<file path="src/rtl/decode_pkg.sv">
// rtl/decode_pkg.sv - opcode constants, instruction classes and field helpers shared by the decode stage
package decode_pkg;

  localparam int OPC_BITS = 6;

  localparam logic [OPC_BITS-1:0] OPC_RTYPE = 6'b000000;
  localparam logic [OPC_BITS-1:0] OPC_ADDI  = 6'b000001;
  localparam logic [OPC_BITS-1:0] OPC_J     = 6'b000010;
  localparam logic [OPC_BITS-1:0] OPC_BEQ   = 6'b000100;
  localparam logic [OPC_BITS-1:0] OPC_LW    = 6'b001000;
  localparam logic [OPC_BITS-1:0] OPC_SW    = 6'b001001;

  typedef enum logic [1:0] {
    CLS_R   = 2'd0,
    CLS_I   = 2'd1,
    CLS_J   = 2'd2,
    CLS_ILL = 2'd3
  } instr_class_e;

  function automatic int imm_width(input int xlen, input int opc_w, input int ra_w);
    return xlen - opc_w - 2 * ra_w;
  endfunction

  // Opcode arrives zero-extended so wider opcode fields with stray upper bits fall to illegal.
  function automatic instr_class_e classify(input logic [31:0] opc);
    instr_class_e c;
    case (opc)
      32'(OPC_RTYPE):                                    c = CLS_R;
      32'(OPC_ADDI), 32'(OPC_LW), 32'(OPC_SW), 32'(OPC_BEQ): c = CLS_I;
      32'(OPC_J):                                        c = CLS_J;
      default:                                           c = CLS_ILL;
    endcase
    return c;
  endfunction

endpackage

</file>
<file path="src/rtl/decode_fifo.sv">
// rtl/decode_fifo.sv - DEPTH-entry buffer of {instr, pc} words with flush
module decode_fifo #(
  parameter  int W     = 64,
  parameter  int DEPTH = 2,
  localparam int AW    = $clog2(DEPTH),
  localparam int CW    = AW + 1
) (
  input  logic          clk,
  input  logic          rst,
  input  logic          flush,
  input  logic          push,
  input  logic          pop,
  input  logic [W-1:0]  wdata,
  output logic [W-1:0]  rdata,
  output logic [CW-1:0] count
);

  logic [W-1:0]  mem_q [DEPTH];
  logic [AW-1:0] wr_ptr_q, wr_ptr_d;
  logic [AW-1:0] rd_ptr_q, rd_ptr_d;
  logic [CW-1:0] count_q, count_d;

  // Pointers wrap naturally because DEPTH is a power of two.
  always_comb begin
    wr_ptr_d = wr_ptr_q;
    rd_ptr_d = rd_ptr_q;
    count_d  = count_q;
    if (flush) begin
      wr_ptr_d = '0;
      rd_ptr_d = '0;
      count_d  = '0;
    end else begin
      if (push) wr_ptr_d = wr_ptr_q + AW'(1);
      if (pop)  rd_ptr_d = rd_ptr_q + AW'(1);
      count_d = count_q + CW'(push) - CW'(pop);
    end
  end

  always_ff @(posedge clk or posedge rst) begin
    if (rst) begin
      wr_ptr_q <= '0;
      rd_ptr_q <= '0;
      count_q  <= '0;
    end else begin
      wr_ptr_q <= wr_ptr_d;
      rd_ptr_q <= rd_ptr_d;
      count_q  <= count_d;
    end
  end

  always_ff @(posedge clk) begin
    if (push && !flush) mem_q[wr_ptr_q] <= wdata;
  end

  assign rdata = mem_q[rd_ptr_q];
  assign count = count_q;

endmodule

</file>
<file path="src/rtl/decode_stage.sv">
// rtl/decode_stage.sv - buffered instruction decode with load-use bubble insertion
module decode_stage
  import decode_pkg::*;
#(
  parameter  int XLEN  = 32,
  parameter  int OPC_W = 6,
  parameter  int RA_W  = 5,
  parameter  int DEPTH = 2,
  localparam int IMM_W = imm_width(XLEN, OPC_W, RA_W),
  localparam int CW    = $clog2(DEPTH) + 1
) (
  input  logic             clk,
  input  logic             rst,
  input  logic             in_valid,
  output logic             in_ready,
  input  logic [XLEN-1:0]  in_instr,
  input  logic [XLEN-1:0]  in_pc,
  input  logic             flush,
  output logic             out_valid,
  input  logic             out_ready,
  output logic [OPC_W-1:0] out_opcode,
  output logic [RA_W-1:0]  out_rs,
  output logic [RA_W-1:0]  out_rt,
  output logic [RA_W-1:0]  out_rd,
  output logic [XLEN-1:0]  out_imm,
  output logic [XLEN-1:0]  out_pc,
  output logic [1:0]       out_class,
  output logic             out_bubble
);

  logic [2*XLEN-1:0] head;
  logic [CW-1:0]     count;
  logic              empty, push, pop, hazard;

  logic [XLEN-1:0]   head_instr, head_pc, imm_ext;
  logic [OPC_W-1:0]  opcode;
  logic [RA_W-1:0]   rs, rt;
  logic [IMM_W-1:0]  imm;
  instr_class_e      cls;
  logic              is_lw, reads_rt;

  logic              load_pend_q, load_pend_d;
  logic [RA_W-1:0]   load_rt_q, load_rt_d;

  assign empty    = (count == '0);
  assign in_ready = (count < CW'(DEPTH));
  assign push     = in_valid && in_ready;
  assign pop      = out_valid && out_ready;

  decode_fifo #(
    .W     (2 * XLEN),
    .DEPTH (DEPTH)
  ) u_fifo (
    .clk   (clk),
    .rst   (rst),
    .flush (flush),
    .push  (push),
    .pop   (pop),
    .wdata ({in_instr, in_pc}),
    .rdata (head),
    .count (count)
  );

  assign head_instr = head[2*XLEN-1:XLEN];
  assign head_pc    = head[XLEN-1:0];
  assign opcode     = head_instr[XLEN-1 -: OPC_W];
  assign rs         = head_instr[XLEN-OPC_W-1 -: RA_W];
  assign rt         = head_instr[XLEN-OPC_W-RA_W-1 -: RA_W];
  assign imm        = head_instr[IMM_W-1:0];
  assign cls        = classify(32'(opcode));
  assign is_lw      = (opcode == OPC_W'(OPC_LW));
  assign reads_rt   = (cls == CLS_R) || (opcode == OPC_W'(OPC_SW)) || (opcode == OPC_W'(OPC_BEQ));
  assign imm_ext    = (cls == CLS_J) ? XLEN'(head_instr[XLEN-OPC_W-1:0])
                                     : {{(XLEN-IMM_W){imm[IMM_W-1]}}, imm};

  // r0 never carries a loaded value, so a pending load to r0 cannot stall.
  assign hazard = !empty && load_pend_q && (load_rt_q != '0) &&
                  ((rs == load_rt_q) || ((rt == load_rt_q) && reads_rt));

  assign out_valid  = !empty && !hazard;
  assign out_bubble = hazard;

  always_comb begin
    out_opcode = '0;
    out_rs     = '0;
    out_rt     = '0;
    out_rd     = '0;
    out_imm    = '0;
    out_pc     = '0;
    out_class  = '0;
    if (!empty) begin
      out_opcode = opcode;
      out_rs     = rs;
      out_rt     = rt;
      out_rd     = imm[IMM_W-1 -: RA_W];
      out_imm    = imm_ext;
      out_pc     = head_pc;
      out_class  = cls;
    end
  end

  // A bubble lasts one cycle: the stalled head is released by dropping load_pend.
  always_comb begin
    load_pend_d = load_pend_q;
    load_rt_d   = load_rt_q;
    if (flush) begin
      load_pend_d = 1'b0;
    end else if (pop) begin
      load_pend_d = is_lw;
      if (is_lw) load_rt_d = rt;
    end else if (hazard) begin
      load_pend_d = 1'b0;
    end
  end

  always_ff @(posedge clk or posedge rst) begin
    if (rst) begin
      load_pend_q <= 1'b0;
      load_rt_q   <= '0;
    end else begin
      load_pend_q <= load_pend_d;
      load_rt_q   <= load_rt_d;
    end
  end

endmodule

</file>
<file path="config.mk">
export PLATFORM = sky130hd
export DESIGN_NAME = decode_stage
export DESIGN_NICKNAME = d
export VERILOG_FILES = /design/src/rtl/decode_pkg.sv /design/src/rtl/decode_fifo.sv /design/src/rtl/decode_stage.sv
export SDC_FILE = /design/constraint.sdc
export NUM_CORES = 1
export LEC_CHECK = 0
export CAP_MARGIN = 20
export CORE_MARGIN = 2
export CORE_UTILIZATION = 40
export CTS_BUF_LIST = sky130_fd_sc_hd__clkbuf_8
export CTS_CLUSTER_SIZE = 40
export DETAILED_ROUTE_END_ITERATION = 10
export PLACE_DENSITY_LB_ADDON = 0.1
export SLEW_MARGIN = 30
export SYNTH_ARGS = -nofsm -noshare
export SYNTH_HDL_FRONTEND = slang
export SYNTH_SLANG_ARGS = --single-unit
</file>
<file path="constraint.sdc">
create_clock -name clk -period 12.5 [get_ports clk]
set_input_delay 2.5 -clock clk [delete_from_list [all_inputs] [get_ports clk]]
set_output_delay 2.5 -clock clk [all_outputs]
set_load 0.02 [all_outputs]
</file>
==> flow_results.xml, run 1 <==
<?xml version="1.0" encoding="UTF-8"?>
<metrics>
  <group name="run_status">
    <metric name="outcome" unit="">finished, final reports clean</metric>
  </group>
  <group name="run">
    <metric name="max_cap_violations" unit="">0</metric>
  </group>
  <group name="power">
    <metric name="finalPower" unit="mW">1.73</metric>
    <metric name="cellPowerDensity" unit="nW/µm²">220</metric>
    <metric name="leak_pwr" unit="nW">2.63</metric>
    <metric name="peakVddDrop" unit="V">0.000105</metric>
  </group>
  <group name="drt">
    <metric name="antenna_left" unit="">0</metric>
    <metric name="wl_per_cell" unit="µm">16.9</metric>
    <metric name="wl" unit="mm">12.2</metric>
    <metric name="drt_pass1_iterations" unit="">4</metric>
    <metric name="routed_via_density" unit="">4.75</metric>
    <metric name="drc_errors" unit="">0</metric>
    <metric name="detail_route.iter0.violations" unit="">192</metric>
    <metric name="overall_via_count_from_detail_route" unit="">3431</metric>
  </group>
  <group name="synth">
    <metric name="syn-num-nets" unit="">446</metric>
    <metric name="syn_area_per_cell" unit="µm²">15.2</metric>
    <metric name="ys_ff_latch" unit="">138</metric>
    <metric name="post_synth_instance_area" unit="µm²">5680</metric>
    <metric name="ys_warn_count" unit="">0</metric>
    <metric name="yosysSeqAreaShare" unit="%">72.1</metric>
    <metric name="syn-instance-count" unit="">375</metric>
    <metric name="synth.lib_cells_used.distinct" unit="">28</metric>
  </group>
  <group name="sta">
    <metric name="worst_slew_pin_slew" unit="ns">0.928</metric>
    <metric name="fmaxAchievable" unit="MHz">157</metric>
    <metric name="fin_tns_setup" unit="ns">0</metric>
    <metric name="relSlewSlack" unit="%">38.0</metric>
    <metric name="clock_skew" unit="ns">0.00965</metric>
    <metric name="final_period_minus_worst_setup_slack" unit="ns">6.35</metric>
    <metric name="final-max-slew-violation-count" unit="">0</metric>
    <metric name="finalCritPeriodShare" unit="%">50.8</metric>
    <metric name="holdWs" unit="ns">0.550</metric>
    <metric name="final_hold_fails" unit="">0</metric>
    <metric name="report.final.setup_viol" unit="">0</metric>
    <metric name="unrepaired_setup_endpoints_after_global_routing" unit="">false</metric>
  </group>
  <group name="finish">
    <metric name="area_growth_syn_to_layout" unit="%">38.3</metric>
    <metric name="num_antenna_cells" unit="">0</metric>
    <metric name="post_route_cells_drive_above_1_share" unit="%">8.86</metric>
    <metric name="finalNetCount" unit="">600</metric>
    <metric name="finalNonFillerCells" unit="">722</metric>
  </group>
  <group name="global_route">
    <metric name="grt_pass1_wl" unit="mm">18.5</metric>
    <metric name="initial_antenna_violation_count" unit="">1</metric>
    <metric name="gr-total-overflow" unit="">0</metric>
    <metric name="global_route.usage.total" unit="%">16.7</metric>
    <metric name="first_global_vias" unit="">3579</metric>
    <metric name="grt_start_max_net_pins" unit="">57</metric>
  </group>
  <group name="worst_setup_path">
    <metric name="critical_path.max_stage_delay" unit="ns">0.75</metric>
    <metric name="critPathKind" unit="">register to output pin</metric>
    <metric name="critical-path-slowest-cell" unit="">sky130_fd_sc_hd__dfrtp_4</metric>
    <metric name="worstPathMaxFanout" unit="">41</metric>
    <metric name="worst_ep_arrival_time" unit="ns">3.85</metric>
    <metric name="worstPathCellList" unit="">buf_4 -&gt; mux2i_2 -&gt; xnor2_1 -&gt; nor4_2 -&gt; nand4_1 -&gt; a21oi_4 -&gt; clkdlybuf4s50_1</metric>
    <metric name="timing.critical_path.from_type" unit="">register</metric>
    <metric name="number_of_buffer_and_inverter_instances_along_the_worst_setup_path" unit="">2</metric>
    <metric name="cell_family_with_the_largest_share_of_critical_path_delay" unit="">buffers and inverters</metric>
    <metric name="required_time_at_the_worst_slack_endpoint" unit="ns">10.00</metric>
    <metric name="endpoint_kind" unit="">output pin</metric>
  </group>
  <group name="floorplanning">
    <metric name="initial_core_util" unit="%">40.9</metric>
    <metric name="total_die_area" unit="µm²">15200</metric>
    <metric name="floorplan.core_area" unit="µm²">13900</metric>
    <metric name="rows" unit="">43</metric>
    <metric name="ios" unit="">159</metric>
    <metric name="die_w" unit="µm">123</metric>
    <metric name="die_height" unit="µm">123</metric>
  </group>
  <group name="cts">
    <metric name="ctsHtreeMaxLevel" unit="">4</metric>
    <metric name="post_cts.repair.setup_buffers" unit="">0</metric>
    <metric name="cts_hold_buffers_added" unit="">0</metric>
    <metric name="cts-buffers-inserted" unit="">17</metric>
    <metric name="clock_sink_count" unit="">138</metric>
    <metric name="clock_tree.root_cell" unit="">sky130_fd_sc_hd__clkbuf_8</metric>
    <metric name="clkSlewWorstSetupHoldPaths" unit="ns">0.07</metric>
    <metric name="clkLatencyLatePin" unit="ns">0.42</metric>
    <metric name="cts.path.max_buffers" unit="">2</metric>
    <metric name="cts_tree" unit="">yes</metric>
    <metric name="cts.repair.resized" unit="">0</metric>
  </group>
  <group name="placement">
    <metric name="hpwlAfterDp" unit="mm">8.13</metric>
    <metric name="io_buffers" unit="">158</metric>
    <metric name="gp_congestion" unit="">0.812</metric>
    <metric name="placedCellCount" unit="">690</metric>
  </group>
  <group name="worst_hold_path">
    <metric name="holdCritPathClass" unit="">register to register</metric>
  </group>
</metrics>
-- layout make-up --
type,count,area [µm²]
Multi-Input combinational cell,201,1410
Tap cell,180,225
Sequential cell,138,4100
Clock inverter,12,194
Inverter,9,33.8
Clock buffer,20,275
Timing Repair Buffer,162,1620
Fill cell,1178,6020
-- through the flow --
stage | util [%] | worst slack, ns | area, µm²
6_report | 56.6 | 6.15 | 7860
5_1_grt | 56.6 | 5.88 | 7860
4_1_cts | 56.6 | 6.08 | 7860
3_5_place_dp | 53.2 | 6.58 | 7390
3_3_place_gp | 53.1 | 6.62 | 7370
2_1_floorplan | - | 4.47 | 5680
-- cells in the mapped netlist --
| library cell | number | share of area [%] |
|---|---|---|
| sky130_fd_sc_hd__clkbuf_1 | 7 | 0.46 |
| sky130_fd_sc_hd__buf_6 | 2 | 0.40 |
| sky130_fd_sc_hd__nand3_1 | 2 | 0.18 |
| sky130_fd_sc_hd__nand2b_1 | 2 | 0.22 |
| sky130_fd_sc_hd__nor3b_1 | 2 | 0.26 |
| sky130_fd_sc_hd__mux2i_2 | 4 | 0.97 |
| sky130_fd_sc_hd__buf_4 | 10 | 1.3 |
| sky130_fd_sc_hd__a211oi_1 | 1 | 0.13 |
| sky130_fd_sc_hd__nor3_1 | 6 | 0.53 |
| sky130_fd_sc_hd__buf_2 | 8 | 0.70 |
| sky130_fd_sc_hd__nor2_1 | 72 | 4.8 |
| sky130_fd_sc_hd__nor2b_1 | 4 | 0.44 |
| sky130_fd_sc_hd__nor4_2 | 1 | 0.22 |
| sky130_fd_sc_hd__nand4_1 | 1 | 0.11 |
| sky130_fd_sc_hd__nor3_4 | 1 | 0.29 |
| sky130_fd_sc_hd__nand3b_1 | 1 | 0.13 |
| sky130_fd_sc_hd__a21oi_4 | 1 | 0.29 |
| sky130_fd_sc_hd__or3_1 | 1 | 0.11 |
| sky130_fd_sc_hd__ha_1 | 2 | 0.44 |
| sky130_fd_sc_hd__xnor2_1 | 13 | 2.0 |
| sky130_fd_sc_hd__dfrtp_1 | 10 | 4.4 |
| sky130_fd_sc_hd__edfxtp_1 | 128 | 68 |
| sky130_fd_sc_hd__a21oi_1 | 15 | 1.3 |
| sky130_fd_sc_hd__nand2_1 | 3 | 0.20 |
| sky130_fd_sc_hd__mux2i_1 | 65 | 11 |
| sky130_fd_sc_hd__o21ai_0 | 3 | 0.26 |
| sky130_fd_sc_hd__inv_1 | 9 | 0.59 |
| sky130_fd_sc_hd__and3b_1 | 1 | 0.15 |
-- path summary, 6_finish.rpt --
| kind | startpoint | end | slack (ns) | cells after the start |
|---|---|---|---|---|
| setup / recovery | u_fifo.rd_ptr_q | out_bubble | 6.15 | 7 |
| hold / removal | load_pend_q | load_pend_q | 0.55 | 2 |
| setup reg to reg | u_fifo.rd_ptr_q | u_fifo.count[1] | 8.64 | 13 |
| hold reg to reg | load_pend_q | load_pend_q | 0.55 | 2 |
| max in group asynchronous | rst | u_fifo.rd_ptr_q | 9.78 | 2 |
| min in group asynchronous | rst | u_fifo.count[1] | 2.38 | 2 |
-- tightest hold or removal path, cell delays in order, from the launching register on --
cell,delay [ns]
sky130_fd_sc_hd__dfrtp_1,0.38
sky130_fd_sc_hd__nand2_1,0.06
sky130_fd_sc_hd__a211oi_1,0.07
-- layout by cell type (no fill, tap or decap), drive strengths merged --
master	Yosys	layout
clkdlybuf4s50	0	158
edfxtp	128	128
nor2	72	72
mux2i	69	69
clkbuf	7	20
a21oi	16	16
xnor2	13	13
dfrtp	10	10
inv	9	9
nor3	7	7
bufinv	0	5
clkinv	0	5
nor2b	4	4
buf	20	4
o21ai	3	3
nand2	3	3
nand2b	2	2
nand3	2	2
ha	2	2
clkinvlp	0	2
nor3b	2	2
nor4	1	1
nand4	1	1
nand3b	1	1
and3b	1	1
or3	1	1
a211oi	1	1
-- state kept, by name, summed over array words and instances (netlist names) --
name             flops
u_fifo.mem_q       128
load_rt_q            5
u_fifo.count         2
load_pend_q          1
u_fifo.rd_ptr_q      1
u_fifo.wr_ptr_q      1
-- cells by family (layout without fill, tap and decap cells) --
group / Yosys count / after routing / share of synthesized area (%)
compound gates: 20 / 20 / 2.00
xor+xnor: 13 / 13 / 2.00
flops: 138 / 138 / 72.1
simple gates: 97 / 97 / 7.60
mux: 69 / 69 / 12.4
fa+ha+maj: 2 / 2 / 0.440
buf+inv: 36 / 203 / 3.48
-- metal layers --
| layer | up-vias | part of all wire (%) | global-route usage (%) |
|---|---|---|---|
| li1 | 1653 | - | - |
| met4 | 2 | 0.50 | 4.69 |
| met1 | 1676 | 43 | 20.6 |
| met3 | 6 | 5.8 | 6.37 |
| met5 | - | 0.090 | 0 |
| met2 | 94 | 51 | 27.4 |
-- power breakdown --
part           internal (mW)  switching (mW)
Combinational          0.327           0.407
Clock                  0.253           0.162
Sequential             0.553          0.0271
Total                   1.13           0.597
Note: power is estimated with default switching activity, not from simulation.
==> run 2, diff against run 1 <==
- clock period: 12.5 -> 5.5 ns (I/O delays scaled with it)
==> flow_results.xml, run 2 (same netlist as run 1, synthesis figures left out) <==
<?xml version="1.0" encoding="UTF-8"?>
<metrics>
  <group name="run_status">
    <metric name="outcome" unit="">finished, final reports clean</metric>
  </group>
  <group name="placement">
    <metric name="io_buffers" unit="">158</metric>
    <metric name="gp_congestion" unit="">0.878</metric>
    <metric name="hpwlAfterDp" unit="mm">7.82</metric>
  </group>
  <group name="global_route">
    <metric name="gr-total-overflow" unit="">0</metric>
    <metric name="first_global_vias" unit="">3442</metric>
    <metric name="global_route.usage.total" unit="%">16.2</metric>
    <metric name="grt_start_max_net_pins" unit="">67</metric>
    <metric name="initial_antenna_violation_count" unit="">1</metric>
    <metric name="grt_pass1_wl" unit="mm">17.7</metric>
  </group>
  <group name="cts">
    <metric name="clock_sink_count" unit="">138</metric>
    <metric name="clkSlewWorstSetupHoldPaths" unit="ns">0.07</metric>
    <metric name="cts.path.max_buffers" unit="">2</metric>
    <metric name="cts_hold_buffers_added" unit="">0</metric>
    <metric name="cts.repair.resized" unit="">0</metric>
    <metric name="cts-buffers-inserted" unit="">17</metric>
    <metric name="ctsHtreeMaxLevel" unit="">4</metric>
    <metric name="clock_tree.root_cell" unit="">sky130_fd_sc_hd__clkbuf_8</metric>
    <metric name="post_cts.repair.setup_buffers" unit="">0</metric>
    <metric name="cts_tree" unit="">yes</metric>
    <metric name="clkLatencyLatePin" unit="ns">0.43</metric>
  </group>
  <group name="sta">
    <metric name="worst_slew_pin_slew" unit="ns">0.734</metric>
    <metric name="final-max-slew-violation-count" unit="">0</metric>
    <metric name="clock_skew" unit="ns">0.00728</metric>
    <metric name="fin_tns_setup" unit="ns">0</metric>
    <metric name="relSlewSlack" unit="%">51.1</metric>
    <metric name="report.final.setup_viol" unit="">0</metric>
    <metric name="fmaxAchievable" unit="MHz">216</metric>
    <metric name="final_period_minus_worst_setup_slack" unit="ns">4.63</metric>
    <metric name="finalCritPeriodShare" unit="%">84.3</metric>
    <metric name="final_hold_fails" unit="">0</metric>
    <metric name="unrepaired_setup_endpoints_after_global_routing" unit="">false</metric>
  </group>
  <group name="drt">
    <metric name="detail_route.iter0.violations" unit="">213</metric>
    <metric name="drt_pass1_iterations" unit="">4</metric>
    <metric name="drc_errors" unit="">0</metric>
    <metric name="overall_via_count_from_detail_route" unit="">3410</metric>
    <metric name="wl_per_cell" unit="µm">16.3</metric>
    <metric name="wl" unit="mm">11.8</metric>
    <metric name="antenna_left" unit="">0</metric>
    <metric name="routed_via_density" unit="">4.70</metric>
  </group>
  <group name="worst_setup_path">
    <metric name="critical_path.reg2reg.endpoint" unit="">u_fifo.count[1]</metric>
    <metric name="required_time_at_the_worst_slack_endpoint" unit="ns">4.40</metric>
    <metric name="reg2reg_from" unit="">u_fifo.rd_ptr_q</metric>
    <metric name="reg2reg_slack" unit="ns">2.17</metric>
    <metric name="timing.critical_path.from_type" unit="">register</metric>
    <metric name="rr_worst_depth" unit="">13</metric>
    <metric name="worst_ep_arrival_time" unit="ns">3.53</metric>
    <metric name="worstPathMaxFanout" unit="">35</metric>
    <metric name="endpoint_kind" unit="">output pin</metric>
    <metric name="worst_setup_path_startpoint" unit="">u_fifo.rd_ptr_q</metric>
    <metric name="critPathKind" unit="">register to output pin</metric>
    <metric name="capturing_instance_or_port_of_the_critical_path" unit="">out_imm[21]</metric>
  </group>
  <group name="power">
    <metric name="cellPowerDensity" unit="nW/µm²">492</metric>
    <metric name="finalPower" unit="mW">3.89</metric>
    <metric name="internal_power" unit="mW">2.55</metric>
    <metric name="power.share.combinational" unit="%">42.9</metric>
    <metric name="peakVddDrop" unit="V">0.000262</metric>
    <metric name="share_seq_of_total_power" unit="%">34.1</metric>
    <metric name="leak_pwr" unit="nW">2.66</metric>
    <metric name="power.share.switching" unit="%">34.6</metric>
    <metric name="switching_power" unit="mW">1.35</metric>
    <metric name="pwr-share-clk" unit="%">23.0</metric>
  </group>
  <group name="finish">
    <metric name="num_antenna_cells" unit="">0</metric>
    <metric name="register_area" unit="µm²">4100</metric>
    <metric name="post_route_cells_drive_above_1_share" unit="%">9.16</metric>
    <metric name="layout.cells.most_common" unit="">sky130_fd_sc_hd__clkdlybuf4s50_1</metric>
    <metric name="largest-register" unit="">u_fifo.mem_q</metric>
    <metric name="area_growth_syn_to_layout" unit="%">39.3</metric>
    <metric name="max_reg_flops" unit="">128</metric>
    <metric name="finalNetCount" unit="">604</metric>
    <metric name="most-common-layout-cells" unit="">sky130_fd_sc_hd__clkdlybuf4s50_1 (158), sky130_fd_sc_hd__edfxtp_1 (128), sky130_fd_sc_hd__nor2_1 (71), sky130_fd_sc_hd__mux2i_1 (65), sky130_fd_sc_hd__clkbuf_8 (20)</metric>
    <metric name="final.fill_count" unit="">1134</metric>
    <metric name="combined_area_of_the_multi_input_logic_cells" unit="µm²">1420</metric>
  </group>
  <group name="floorplanning">
    <metric name="die_height" unit="µm">123</metric>
    <metric name="rows" unit="">43</metric>
    <metric name="initial_core_util" unit="%">40.9</metric>
    <metric name="die_w" unit="µm">123</metric>
    <metric name="floorplan.core_area" unit="µm²">13900</metric>
    <metric name="total_die_area" unit="µm²">15200</metric>
    <metric name="ios" unit="">159</metric>
  </group>
  <group name="worst_hold_path">
    <metric name="holdCritPathClass" unit="">register to register</metric>
  </group>
  <group name="run">
    <metric name="max_cap_violations" unit="">0</metric>
  </group>
</metrics>
## run 2: changes by cell type in the layout (fill, tap and decap cells not counted), sizes merged
cell,before,now
buf,4,8
clkinvlp,2,1
clkinv,5,4
inv,9,12
bufinv,5,4
## run 2: layer usage
metal / track usage (%) / part of all wire [%] / up-vias
met3: 6.92 / 8.4 / 11
li1: - / - / 1667
met5: 0 / 0 / -
met1: 19.7 / 42 / 1616
met2: 25.9 / 49 / 116
met4: 5.33 / 1.0 / 0
## run 2: stage by stage
stage                     std cells  util [%]  hold WS (ns)  worst slack (ns)  area, µm²
after floorplan                 375         -         0.510              1.16       5690
after global placement          690      53.3         0.528              1.33       7390
after detailed placement        692      53.6         0.537              1.21       7430
after CTS                       724      56.8         0.550             0.710       7880
after global routing            726      57.0         0.587             0.640       7920
final                           726      57.0         0.546             0.865       7920
## run 2: power groups by stage
stage / registers [mW] / clock network (mW) / logic, mW
5_1_grt: 1.34 / 0.966 / 1.80
4_1_cts: 1.35 / 0.921 / 1.67
2_1_floorplan: 1.31 / 0 / 0.974
3_5_place_dp: 1.37 / 0 / 1.66
3_3_place_gp: 1.37 / 0 / 1.66
6_report: 1.33 / 0.895 / 1.67
## run 2: critical path: stages (launching register included)
cell and delay [ns]:
sky130_fd_sc_hd__dfrtp_4 0.87, sky130_fd_sc_hd__buf_12 0.28, sky130_fd_sc_hd__mux2i_1 0.41, sky130_fd_sc_hd__nor3b_1 0.44
sky130_fd_sc_hd__nor2b_1 0.23, sky130_fd_sc_hd__buf_4 0.21, sky130_fd_sc_hd__a21oi_1 0.09, sky130_fd_sc_hd__clkdlybuf4s50_1 0.56
## run 2: how the worst min path moves through the flow
stage                startpoint          end  slack [ns]  cells after the start
global placement    load_pend_q  load_pend_q        0.53                      2
floorplan           load_pend_q  load_pend_q        0.51                      2
finish              load_pend_q  load_pend_q        0.55                      2
CTS                 load_pend_q  load_pend_q        0.55                      2
detailed placement  load_pend_q  load_pend_q        0.54                      2
global route        load_pend_q  load_pend_q        0.59                      2
## run 2: layout make-up
class                      instances  area share [%]
sequential                       138            51.8
timing repair buffer             166            21.4
multi-input combinational        201            17.9
clock buffer                      20            3.48
tap                              180            2.85
clock inverter                    12            2.17
inverter                           9           0.427
